[config.mk]
export PLATFORM = sky130hd
export DESIGN_NAME = register_writeback_unit
export DESIGN_NICKNAME = d
export VERILOG_FILES = /design/src/rtl/register_writeback_unit.sv
export SDC_FILE = /design/constraint.sdc
export NUM_CORES = 1
export LEC_CHECK = 0
export ABC_AREA = 1
export BUFFER_PORTS_ARGS = -buffer_cell sky130_fd_sc_hd__buf_2
export CORE_ASPECT_RATIO = 0.8
export CORE_UTILIZATION = 53
export CTS_CLUSTER_DIAMETER = 40
export CTS_CLUSTER_SIZE = 14
export DETAILED_ROUTE_END_ITERATION = 10
export GPL_TIMING_DRIVEN = 0
export PLACE_DENSITY = 0.87
export SYNTH_ARGS = -nofsm -noshare
export SYNTH_HDL_FRONTEND = slang
export SYNTH_SLANG_ARGS = --single-unit
export TNS_END_PERCENT = 1
[constraint.sdc]
create_clock -name clk -period 3.8 [get_ports clk]
set_input_delay 0 -clock clk [delete_from_list [all_inputs] [get_ports clk]]
set_output_delay 0 -clock clk [all_outputs]
set_load 0.03 [all_outputs]
[src/rtl/register_writeback_unit.sv]
`default_nettype none
// ============================================================================
//  Module   : register_writeback_unit
//  Purpose  : Merges ALU and load results into one register-file write per
//             cycle and tracks pending writes in a hazard scoreboard.
//  Revision : 1.0  initial release
// ============================================================================
module register_writeback_unit (
  input  logic        clk,
  input  logic        rst,
  input  logic        iss_valid,
  input  logic [3:0]  iss_rd,
  input  logic        alu_valid,
  input  logic [3:0]  alu_rd,
  input  logic [15:0] alu_data,
  input  logic        mem_valid,
  input  logic [3:0]  mem_rd,
  input  logic [15:0] mem_data,
  output logic        alu_full,
  output logic [1:0]  fifo_count,
  output logic [15:0] en,
  output logic [15:0] wb_data,
  output logic [15:0] busy,
  output logic        err
);

  localparam logic [1:0] c_FIFO_DEPTH = 2'd2;

  logic [3:0]  r_fifo_rd   [0:1];
  logic [15:0] r_fifo_data [0:1];
  logic [1:0]  r_count;
  logic [15:0] r_en;
  logic [15:0] r_wb_data;
  logic [15:0] r_busy;
  logic        r_err;

  logic        w_fifo_empty;
  logic        w_full;
  logic        w_sel_mem;
  logic        w_sel_fifo;
  logic        w_sel_alu;
  logic        w_sel_any;
  logic [3:0]  w_sel_rd;
  logic [15:0] w_sel_data;
  logic        w_pop;
  logic        w_push;
  logic        w_overflow;
  logic        w_wr_idx;
  logic [15:0] w_wr_mask;
  logic [15:0] w_iss_mask;
  logic [1:0]  w_count_next;

  assign w_fifo_empty = (r_count == 2'd0);
  assign w_full       = (r_count == c_FIFO_DEPTH);

  // Loads always win; the FIFO drains before any new ALU result may bypass it.
  assign w_sel_mem  = mem_valid;
  assign w_sel_fifo = !mem_valid && !w_fifo_empty;
  assign w_sel_alu  = !mem_valid && w_fifo_empty && alu_valid;
  assign w_sel_any  = w_sel_mem || w_sel_fifo || w_sel_alu;

  always_comb begin
    w_sel_rd   = alu_rd;
    w_sel_data = alu_data;
    if (w_sel_mem) begin
      w_sel_rd   = mem_rd;
      w_sel_data = mem_data;
    end else if (w_sel_fifo) begin
      w_sel_rd   = r_fifo_rd[0];
      w_sel_data = r_fifo_data[0];
    end
  end

  assign w_pop      = w_sel_fifo;
  assign w_overflow = alu_valid && w_full && !w_pop;
  assign w_push     = alu_valid && (mem_valid || !w_fifo_empty) && !w_overflow;

  // Slot that receives a pushed entry once the head has (possibly) shifted out.
  assign w_wr_idx = w_full || ((r_count == 2'd1) && !w_pop);

  assign w_wr_mask  = w_sel_any ? (16'd1 << w_sel_rd) : 16'd0;
  assign w_iss_mask = iss_valid ? (16'd1 << iss_rd)   : 16'd0;

  always_comb begin
    w_count_next = r_count;
    case ({w_push, w_pop})
      2'b10:   w_count_next = r_count + 2'd1;
      2'b01:   w_count_next = r_count - 2'd1;
      default: w_count_next = r_count;
    endcase
  end

  // Storage needs no reset: occupancy alone says which entries are live.
  always_ff @(posedge clk) begin
    if (w_pop) begin
      r_fifo_rd[0]   <= r_fifo_rd[1];
      r_fifo_data[0] <= r_fifo_data[1];
    end
    if (w_push) begin
      r_fifo_rd[w_wr_idx]   <= alu_rd;
      r_fifo_data[w_wr_idx] <= alu_data;
    end
  end

  always_ff @(posedge clk or negedge rst) begin
    if (!rst) begin
      r_count   <= 2'd0;
      r_en      <= 16'd0;
      r_wb_data <= 16'd0;
      r_busy    <= 16'd0;
      r_err     <= 1'b0;
    end else begin
      r_count <= w_count_next;
      r_en    <= w_wr_mask;
      if (w_sel_any) begin
        r_wb_data <= w_sel_data;
      end
      // Set is applied after clear so a same-edge reissue stays pending.
      r_busy <= (r_busy & ~w_wr_mask) | w_iss_mask;
      if (w_overflow) begin
        r_err <= 1'b1;
      end
    end
  end

  assign alu_full   = (r_count == c_FIFO_DEPTH);
  assign fifo_count = r_count;
  assign en         = r_en;
  assign wb_data    = r_wb_data;
  assign busy       = r_busy;
  assign err        = r_err;

endmodule
`default_nettype wire

==> out/metrics.cfg, run 1 <==
[synth]
yosys.cell_types.count = 26
synth_adder_area_share_pct = 0.961
ys_ff_latch = 91
ys_seq_area_share_pct = 63.4
synth_compound_area_share_pct = 5.13
yosys.area_share.simple_pct = 24.6
avgSynthCellArea_um2 = 9.74
synth_mux_area_share_pct = 0
synth-xor-area-share_pct = 0.449
synth_top_family_by_area = simple AND/OR/NAND/NOR gates
netlist_area_um2 = 3900
syn_inst = 401
syn-num-nets = 453
yosys_warnings = 0

[layout]
fin_util_pct = 73.4
drive_gt1_share_pct = 25.0
n_antenna_cell = 0
synthToLayoutAreaGrowth_pct = 31.5
nNetsFinal = 607

[drt]
drt_iter0_drc = 357
routed_via_density = 5.45
drc = 6
postRouteAntennaNets = 0
post_drt_wl_per_cell_um = 16.7
first_pass_iters = 8
routed_wl_um = 10800
vias = 3528

[critical_path]
ff2ff_path_depth = 10
cp-start-kind = flip-flop
end_kind = flip-flop
critPathLaunch = fifo_count[0]
crit_end = r_fifo_data[0][7]
critPathRequiredTime_ps = 3780
critical_path_peak_fanout = 20
worstPathArrival_ps = 2820
path_class = flip-flop to flip-flop
reg2reg_from = fifo_count[0]
r2r_end = r_fifo_data[0][7]
r2r_slack_ps = 960

[cts]
path_clk_slew_ps = 90
tritoncts.num_buffers = 9
clock_latency_ps = 360
ctsLongestPathBuffers = 2
htree_num_levels = 3
cts_resized = 0
cts_num_sinks = 91
cts_tree = done
ctsRootBufferMaster = clkbuf_8

[timing]
clock_skew_ps = 14.0
finalCritPeriodShare_pct = 74.7
hold_viol = 0
rsz0062_at_grt = false
fin_setup_tns_ps = 0
relSlewSlack_pct = 22.1
worstMarginPinSlew_ps = 1170
period_minus_slack_ps = 2840
clock.fmax_ghz = 0.352
slew_viol_final = 0
setup_viol = 0

[pwr]
p_per_area_nw_per_um2 = 757
leakagePower_nw = 2.62
irDropWorstVdd_v = 0.000436

[die]
ios = 101
die_y_um = 78.8
initial_core_util_pct = 55.8
core.rowCount = 27
die_x_um = 98.0
die-area_um2 = 7720
fp.coreArea_um2 = 6990

[grt]
gr-usage-all-layers_pct = 29.6
grt_max_degree = 52
grt-ovfl-total = 0
antenna_found_initial = 0
grt_pass1_wl_um = 17200
grt_pass1_vias = 3509

[outcome]
violations = DRC
outcome = finished, violations left

[place]
gp_congestion = 0.810
dpl.hpwl_um = 6700
io_buffer_count = 100

[min_path]
worstHoldPathType = input port to flip-flop

[job]
drv_cap = 0

-- stage by stage --
step	cells	instance area [um^2]	total power [mW]	setup WS (ps)	hold slack, ps
floorplan	401	3910	2.68	567	-296
global placement	588	4510	3.09	31.1	194
detailed placement	589	4530	3.17	1120	195
CTS	647	5130	3.83	1100	17.5
global route	647	5130	4.08	803	60.6
finish	647	5130	3.89	960	43.8
-- report_power, final --
part	total [mW]	internal, mW	switching (mW)
Clock	0.638	0.299	0.339
Sequential	1.62	1.46	0.159
Combinational	1.62	0.458	1.17
-- synth_stat cells --
library cell | instances | area share [%]
a21oi_1 | 1 | 0.13
a31oi_1 | 10 | 1.6
a41oi_1 | 6 | 1.3
buf_2 | 1 | 0.13
buf_4 | 3 | 0.58
buf_6 | 4 | 1.2
clkbuf_1 | 5 | 0.48
clkbuf_2 | 1 | 0.13
dfrtp_1 | 51 | 33
edfxtp_1 | 40 | 31
ha_1 | 3 | 0.96
inv_1 | 28 | 2.7
inv_2 | 3 | 0.29
nand2_1 | 140 | 13
nand2_2 | 3 | 0.48
nand2_4 | 2 | 0.58
nand3_1 | 40 | 5.1
nand3_2 | 1 | 0.26
nand4_1 | 1 | 0.16
nor2_1 | 25 | 2.4
nor2_2 | 6 | 0.96
nor3_1 | 9 | 1.2
o21ai_0 | 14 | 1.8
o21ai_1 | 2 | 0.26
xnor2_1 | 1 | 0.22
xor2_1 | 1 | 0.22
-- sequential cells by signal (all words and copies together) (netlist names) --
| register | cells |
|---|---|
| busy | 16 |
| fifo_count | 2 |
| en | 16 |
| err | 1 |
| wb_data | 16 |
| r_fifo_data | 32 |
| r_fifo_rd | 8 |
-- final cells by class --
class,instances,area (um^2)
clock inverter,6,56.3
timing repair buffer,143,932
sequential,91,2480
multi-input combinational,265,1220
inverter,31,116
buffer,14,96.3
clock buffer,10,128
fill,488,1860
tap,87,109
-- worst max-delay path, stage by stage, from the launching register on --
cell and delay, ps:
dfrtp_1 430, inv_1 90, ha_1 310, inv_2 100
nand2_1 110, nand3_1 160, nand2_1 140, nor2_2 170
nand2_2 100, buf_4 190, nand2_1 680
-- cell families after synthesis --
| kind of cell | Yosys count |
|---|---|
| AO/OA/AOI/OAI | 33 |
| XOR/XNOR | 2 |
| adder cells (fa/ha/maj) | 3 |
| buffers and inverters | 45 |
| flip-flops | 91 |
| AND/OR/NAND/NOR | 227 |
-- layer usage --
metal / wire length (um) / up-vias / track usage (%)
met3: 801 / 36 / 6.43
met1: 4360 / 1668 / 38.0
met5: 0 / - / 0
met4: 340 / 0 / 11.2
met2: 5270 / 195 / 50.1
li1: - / 1629 / -
-- how the worst min path moves through the flow --
| stage | startpoint | cells after the start | slack [ps] | endpoint |
|---|---|---|---|---|
| floorplan | rst | 0 | -300 | busy[0] |
| global placement | alu_rd[0] | 1 | 190 | r_fifo_rd[1][0] |
| detailed placement | alu_rd[0] | 1 | 200 | r_fifo_rd[1][0] |
| CTS | iss_rd[3] | 4 | 20 | busy[7] |
| global route | iss_rd[3] | 4 | 60 | busy[5] |
| finish | iss_rd[3] | 4 | 40 | busy[3] |
-- repair_timing --
action / CTS / global route
hold buffers: 42 / 0
setup buffers: 0 / 0
endpoints found under the hold margin: 114 / 0
-- placed cells by master (no fill, tap or decap) --
| cell | instances |
|---|---|
| edfxtp_1 | 40 |
| buf_6 | 5 |
| inv_1 | 28 |
| a41oi_1 | 6 |
| nor3_1 | 8 |
| clkbuf_2 | 1 |
| clkinv_2 | 3 |
| a21oi_1 | 1 |
| nand4_1 | 1 |
| xor2_1 | 1 |
| xnor2_1 | 1 |
| bufinv_16 | 1 |
| buf_4 | 3 |
| a31oi_1 | 10 |
| o21ai_1 | 2 |
| nand3_2 | 1 |
| nand2_2 | 3 |
| clkinvlp_4 | 1 |
| nand3_1 | 40 |
| dfrtp_1 | 51 |
| inv_2 | 3 |
| ha_1 | 3 |
| clkbuf_8 | 9 |
| clkinv_1 | 1 |
| dlygate4sd3_1 | 42 |
| nor3_2 | 1 |
| nand2_1 | 140 |
| clkbuf_1 | 6 |
| buf_2 | 101 |
| nand2_4 | 2 |
| o21ai_0 | 14 |
| nor2_2 | 6 |
| nor2_1 | 25 |
Power figures use the tool's default switching activity.
==> run 2, diff against run 1 <==
--- a/config.mk
+++ b/config.mk
@@ -5,15 +5,15 @@
 export SDC_FILE = /design/constraint.sdc
 export NUM_CORES = 1
 export LEC_CHECK = 0
-export ABC_AREA = 1
+export ABC_AREA = 0
 export BUFFER_PORTS_ARGS = -buffer_cell sky130_fd_sc_hd__buf_2
 export CORE_ASPECT_RATIO = 0.8
-export CORE_UTILIZATION = 53
+export CORE_UTILIZATION = 47
 export CTS_CLUSTER_DIAMETER = 40
 export CTS_CLUSTER_SIZE = 14
 export DETAILED_ROUTE_END_ITERATION = 10
 export GPL_TIMING_DRIVEN = 0
-export PLACE_DENSITY = 0.87
+export PLACE_DENSITY = 0.82
 export SYNTH_ARGS = -nofsm -noshare
 export SYNTH_HDL_FRONTEND = slang
 export SYNTH_SLANG_ARGS = --single-unit
==> constraint.sdc (replaced) <==
create_clock -name clk -period 2.48 [get_ports clk]
set_input_delay 0 -clock clk [delete_from_list [all_inputs] [get_ports clk]]
set_output_delay 0 -clock clk [all_outputs]
set_load 0.03 [all_outputs]
==> out/metrics.cfg, run 2 <==
[outcome]
outcome = completed

[die]
initial_core_util_pct = 49.9  ; -6.0 points
die-area_um2 = 8390  ; +8.8%
fp.coreArea_um2 = 7570  ; +8.2%
ios = 101  ; unchanged
core.rowCount = 28  ; +3.7%
die_y_um = 82.1  ; +4.3%
die_x_um = 102  ; +4.3%

[cts]
postCtsSetupRepairBufs = 0  ; unchanged
ctsRootBufferMaster = clkbuf_8
cts_tree = done
clock_latency_ps = 360  ; about the same
tritoncts.num_buffers = 9  ; unchanged
path_clk_slew_ps = 100  ; about the same
htree_num_levels = 3  ; unchanged
cts_num_sinks = 91  ; unchanged
ctsLongestPathBuffers = 2  ; unchanged

[drt]
routed_wl_um = 9530  ; -12%
post_drt_wl_per_cell_um = 17.5  ; +5.1%
routed_via_density = 5.59  ; +2.5%
top_layer_used = met4
met3WireLength_um = 625  ; -22%
drt_iter0_drc = 259  ; -27%
drc = 0  ; -6
postRouteAntennaNets = 0  ; unchanged
first_pass_iters = 10  ; +2
wl_met1_um = 4080  ; -6.6%
vias = 3041  ; -14%
wl_met2_um = 4620  ; -12%

[synth]
ys_ff_latch = 91  ; unchanged
synth_top_cell_area_share_pct = 33.8  ; +1.1 points
ys_top_cells_by_area = dfrtp_1 (34%), edfxtp_1 (32%), mux2_2 (6.0%)
ys_top_cells_by_count = dfrtp_1 (51), edfxtp_1 (40), o22ai_1 (36)
synth-async-reset-ratio_pct = 56.0  ; unchanged
avgSynthCellArea_um2 = 13.2  ; +35%
yosys_warnings = 0  ; unchanged
synthFlopType = dfrtp_1
synth.most_common_cell = dfrtp_1
yosys.cell_types.count = 39  ; +50%
netlist_area_um2 = 3770  ; -3.4%
syn-num-nets = 338  ; -25%
ys_seq_area_share_pct = 65.6  ; +2.2 points
synth_edf_count = 40  ; unchanged
syn_inst = 286  ; -29%
synth_area_leader_cell = dfrtp_1

[place]
detailedPlace.worstSlack_ps = -184  ; -1300 ps
io_buffer_count = 98  ; -2.0%
dpl.hpwl_um = 6230  ; -7.0%
place_area_um2 = 4400  ; -2.9%
gp_congestion = 0.808  ; -0.26%

[layout]
largest_reg_flops = 32  ; unchanged
synthToLayoutAreaGrowth_pct = 32.6
nNetsFinal = 486  ; -20%
final_cell_mix = buf_2 (105), dfrtp_1 (51), edfxtp_1 (40)
layout_commonest_cell = buf_2
n_antenna_cell = 0  ; unchanged
drive_gt1_share_pct = 34.4  ; +9.4 points
regMostFlops = r_fifo_data
finalInstanceArea_um2 = 5000  ; -2.5%

[grt]
grt-ovfl-total = 0  ; unchanged
antenna_found_initial = 0  ; unchanged
grt_pass1_wl_um = 14500  ; -16%
gr-usage-all-layers_pct = 23.7  ; -6.0 points
grt_max_degree = 52  ; unchanged
grt_pass1_vias = 2992  ; -15%

[timing]
hold_viol = 0  ; unchanged
period_minus_slack_ps = 2350  ; -487 ps
relSlewSlack_pct = 22.7  ; +0.65 points
worstMarginPinSlew_ps = 1160  ; -9.75 ps
rsz0062_at_grt = false
setup_ws_ps = 127  ; -833 ps
clock.fmax_ghz = 0.425  ; +21%
setup_viol = 0  ; unchanged
finalCritPeriodShare_pct = 94.9  ; +20 points
clock_skew_ps = 12.9  ; -1.08 ps
slew_viol_final = 0  ; unchanged
fin_setup_tns_ps = 0  ; unchanged

[pwr]
seq_power_share_pct = 41.8  ; about the same
pwr-share-comb_pct = 39.0  ; -2.8 points
irDropWorstVdd_v = 0.000488  ; +12%
p_switching_mw = 2.13  ; +28%
power_mw = 5.43  ; +40%
leakagePower_nw = 2.20  ; -16%
swShare_pct = 39.2  ; -3.7 points
power.internal_mw = 3.30  ; +49%
p_clk_share_pct = 19.2  ; +2.8 points
p_per_area_nw_per_um2 = 1080  ; +43%

[job]
drv_cap = 0  ; unchanged

[critical_path]
critPathRequiredTime_ps = 2490  ; -1290 ps
worstPathArrival_ps = 2360  ; -460 ps
cp-start-kind = flip-flop
r2r_slack_ps = 130  ; -830 ps
critical_path_peak_fanout = 11  ; -45%
path_class = flip-flop to flip-flop
end_kind = flip-flop

[min_path]
worstHoldPathType = input port to flip-flop

==> run 2: changes by cell type after synthesis, moves of 9 or more <==
cell,delta
nand2_1,-124
nand3_1,-37
o22ai_1,+36
mux2_2,+20
nor2_1,-19
a21oi_1,+16
o21ai_0,-11
a31oi_1,-10
inv_1,-10
nand4_1,+9
nor3_1,-9
==> run 2: per-layer routing <==
layer | GRT usage (%) | vias up
li1 | - | 1392
met1 | 30.9 | 1482
met2 | 38.4 | 140
met3 | 6.73 | 27
met4 | 8.29 | 0
met5 | 0 | -
==> run 2: cells by family after synthesis <==
| logic type | count (synthesis) | share of synthesized area (%) |
|---|---|---|
| adder cells (fa/ha/maj) | 3 | 0.995 |
| XOR/XNOR | 1 | 0.232 |
| multiplexers | 23 | 6.76 |
| buffers and inverters | 36 | 4.31 |
| AND/OR/NAND/NOR | 48 | 6.90 |
| flip-flops | 91 | 65.6 |
| AO/OA/AOI/OAI | 84 | 15.2 |
==> run 2: what timing repair did <==
item                                    CTS  global route
pin swaps                                 0             1
gates cloned                              0             1
endpoints found under the setup margin   40            20
hold buffers                             38             0
resized for setup                         2             0
endpoints found under the hold margin   109             0
==> run 2: critical path, cell delays in order, from the launching register on <==
cell	delay, ps
dfrtp_1	410
inv_1	80
ha_1	240
buf_6	150
buf_2	190
buf_1	310
o21ai_2	620
==> run 2: worst paths after layout <==
check / to / cells past startpoint / start
setup / recovery: r_fifo_data[0][15] / 6 / fifo_count[0]
hold / removal: en[6] / 4 / mem_rd[3]
setup reg to reg: r_fifo_data[0][15] / 6 / fifo_count[0]
hold reg to reg: busy[15] / 1 / busy[15]
max in group asynchronous: wb_data[7] / 2 / rst
min in group asynchronous: busy[5] / 2 / rst
==> run 2: power groups by stage <==
stage          clock (mW)  combinational (mW)  sequential [mW]
2_1_floorplan           0               0.926             2.79
3_3_place_gp            0                1.97             2.28
3_5_place_dp            0                2.03             2.29
4_1_cts              1.07                2.09             2.26
5_1_grt              1.12                2.27             2.31
6_report             1.04                2.12             2.27
==> run 2: cell type report <==
| class | count | area (um^2) |
|---|---|---|
| Buffer | 17 | 91.3 |
| Clock buffer | 9 | 124 |
| Clock inverter | 7 | 83.8 |
| Fill cell | 568 | 2560 |
| Inverter | 19 | 71.3 |
| Multi-Input combinational cell | 160 | 1150 |
| Sequential cell | 91 | 2480 |
| Tap cell | 105 | 131 |
| Timing Repair Buffer | 136 | 871 |
==> run 2: per-stage QoR <==
step	instances	hold slack (ps)	utilization (%)
6_report	544	30.2	66.1
5_1_grt	544	51.4	66.1
4_1_cts	543	11.6	66.0
3_5_place_dp	489	208	58.1
3_3_place_gp	489	208	58.1
2_1_floorplan	286	-296	-
==> run 3, diff against run 2 <==
--- a/config.mk
+++ b/config.mk
@@ -13,7 +13,7 @@
 export CTS_CLUSTER_SIZE = 14
 export DETAILED_ROUTE_END_ITERATION = 10
 export GPL_TIMING_DRIVEN = 0
-export PLACE_DENSITY = 0.82
+export PLACE_DENSITY = 0.75
 export SYNTH_ARGS = -nofsm -noshare
 export SYNTH_HDL_FRONTEND = slang
 export SYNTH_SLANG_ARGS = --single-unit
==> out/metrics.cfg, run 3 (synthesis results as in run 2) <==
[outcome]
outcome = completed

[min_path]
hold_path_depth = 4  ; unchanged
min-delay-start = mem_rd[3]
worstHoldPathType = input port to flip-flop
holdPathEnd = en[5]

[layout]
finalInstanceArea_um2 = 5000  ; unchanged
nNetsFinal = 486  ; unchanged
largest_reg_flops = 32  ; unchanged
fin_util_pct = 66.1  ; unchanged
layout_commonest_cell = buf_2
drive_gt1_share_pct = 34.2  ; -0.23 points
regMostFlops = r_fifo_data
layout.cells.non_filler = 544  ; unchanged
synthToLayoutAreaGrowth_pct = 32.6  ; unchanged
nFillCells = 616  ; +8.5%
n_antenna_cell = 0  ; unchanged
final_cell_mix = buf_2 (105), dfrtp_1 (51), edfxtp_1 (40)

[drt]
post_drt_wl_per_cell_um = 17.2  ; -2.1%
routed_wl_um = 9330  ; -2.1%
postRouteAntennaNets = 0  ; unchanged
drc = 0  ; unchanged
drt_iter0_drc = 173  ; -33%
routed_via_density = 5.46  ; -2.3%
first_pass_iters = 5  ; -5
vias = 2970  ; -2.3%

[cts]
clock_latency_ps = 360  ; about the same
tritoncts.num_buffers = 9  ; unchanged
cts_tree = done
cts_num_sinks = 91  ; unchanged
htree_num_levels = 3  ; unchanged
postCtsSetupRepairBufs = 0  ; unchanged
path_clk_slew_ps = 90  ; about the same
ctsRootBufferMaster = clkbuf_8
ctsLongestPathBuffers = 2  ; unchanged

[pwr]
power_mw = 5.37  ; -0.97%
irDropWorstVdd_v = 0.000482  ; -1.3%
leakagePower_nw = 2.20  ; -0.19%
p_per_area_nw_per_um2 = 1070  ; -0.97%

[timing]
slew_viol_final = 0  ; unchanged
hold_viol = 0  ; unchanged
finalCritPeriodShare_pct = 89.5  ; -5.4 points
clock.fmax_ghz = 0.451  ; +6.1%
worstMarginPinSlew_ps = 1160  ; +1.21 ps
rsz0062_at_grt = false
period_minus_slack_ps = 2220  ; -135 ps
fin_setup_tns_ps = 0  ; unchanged
setup_ws_ps = 261  ; +135 ps
fin_hold_ws_ps = 44.4  ; +14.1 ps
setup_viol = 0  ; unchanged
clock_skew_ps = 4.62  ; -8.32 ps
relSlewSlack_pct = 22.6  ; -0.080 points

[grt]
grt_pass1_vias = 2917  ; -2.5%
grt_max_degree = 52  ; unchanged
antenna_found_initial = 0  ; unchanged
grt-ovfl-total = 0  ; unchanged
gr-usage-all-layers_pct = 23.1  ; -0.63 points
grt_pass1_wl_um = 14300  ; -1.6%

[critical_path]
ff2ff_path_depth = 6  ; unchanged
reg2reg_from = fifo_count[0]
cp-start-kind = flip-flop
critical_path_peak_fanout = 11  ; unchanged
worstPathArrival_ps = 2240  ; -120 ps
end_kind = flip-flop
path_class = flip-flop to flip-flop
r2r_end = r_fifo_data[0][0]
r2r_slack_ps = 260  ; +130 ps
critPathRequiredTime_ps = 2500  ; about the same

[die]
fp.coreArea_um2 = 7570  ; unchanged
ios = 101  ; unchanged
die_y_um = 82.1  ; unchanged
initial_core_util_pct = 49.9  ; unchanged
die-area_um2 = 8390  ; unchanged
core.rowCount = 28  ; unchanged
die_x_um = 102  ; unchanged

[place]
gp_congestion = 0.803  ; -0.56%
dpl.hpwl_um = 6130  ; -1.6%
dp_cells = 489  ; unchanged
place_area_um2 = 4400  ; unchanged
io_buffer_count = 98  ; unchanged
detailedPlace.worstSlack_ps = -160  ; +23.9 ps

[job]
drv_cap = 0  ; unchanged

==> run 3: how the worst max path moves through the flow <==
stage,to,slack (ps),cells after the start,startpoint
after floorplan,r_fifo_data[0][0],110,6,fifo_count[0]
after global placement,r_fifo_data[0][13],-130,6,fifo_count[0]
after detailed placement,r_fifo_data[0][13],-160,6,fifo_count[0]
after CTS,r_fifo_data[0][11],110,6,fifo_count[0]
after global routing,r_fifo_data[0][0],100,6,fifo_count[1]
final,r_fifo_data[0][0],260,6,fifo_count[0]
==> run 3: report_power, final <==
part	switching [mW]	internal, mW	total [mW]
Clock	0.528	0.471	0.998
Combinational	1.37	0.742	2.12
Sequential	0.182	2.08	2.26
==> run 3: routing by layer <==
layer,part of all wire [%],global-route usage (%),vias to the layer above
met1,43,30.3,1446
met2,49,36.8,119
met5,0,0,-
met3,6.0,5.22,20
li1,-,-,1385
met4,2.5,10.9,0
==> run 3: what timing repair did <==
| action | CTS | global route |
|---|---|---|
| gates cloned | 0 | 1 |
| resized for setup | 2 | 1 |
| endpoints found under the hold margin | 109 | 0 |
| hold buffers | 38 | 0 |
| pin swaps | 0 | 1 |
| endpoints found under the setup margin | 40 | 20 |
==> run 3: layout make-up <==
cell class                 count  area (um^2)  share of cell area [%]
tap                          105          131                    2.63
sequential                    91         2480                    49.5
timing repair buffer         136          871                    17.4
buffer                        17         91.3                    1.83
clock buffer                   9          124                    2.48
inverter                      19         71.3                    1.42
multi-input combinational    160         1160                    23.2
clock inverter                 7         76.3                    1.53
==> run 3: worst max-delay path, cell delays in order, from the launching register on <==
cell	delay, ps
dfrtp_1	410
inv_1	80
ha_1	240
buf_6	150
buf_2	190
buf_1	320
o21ai_4	480
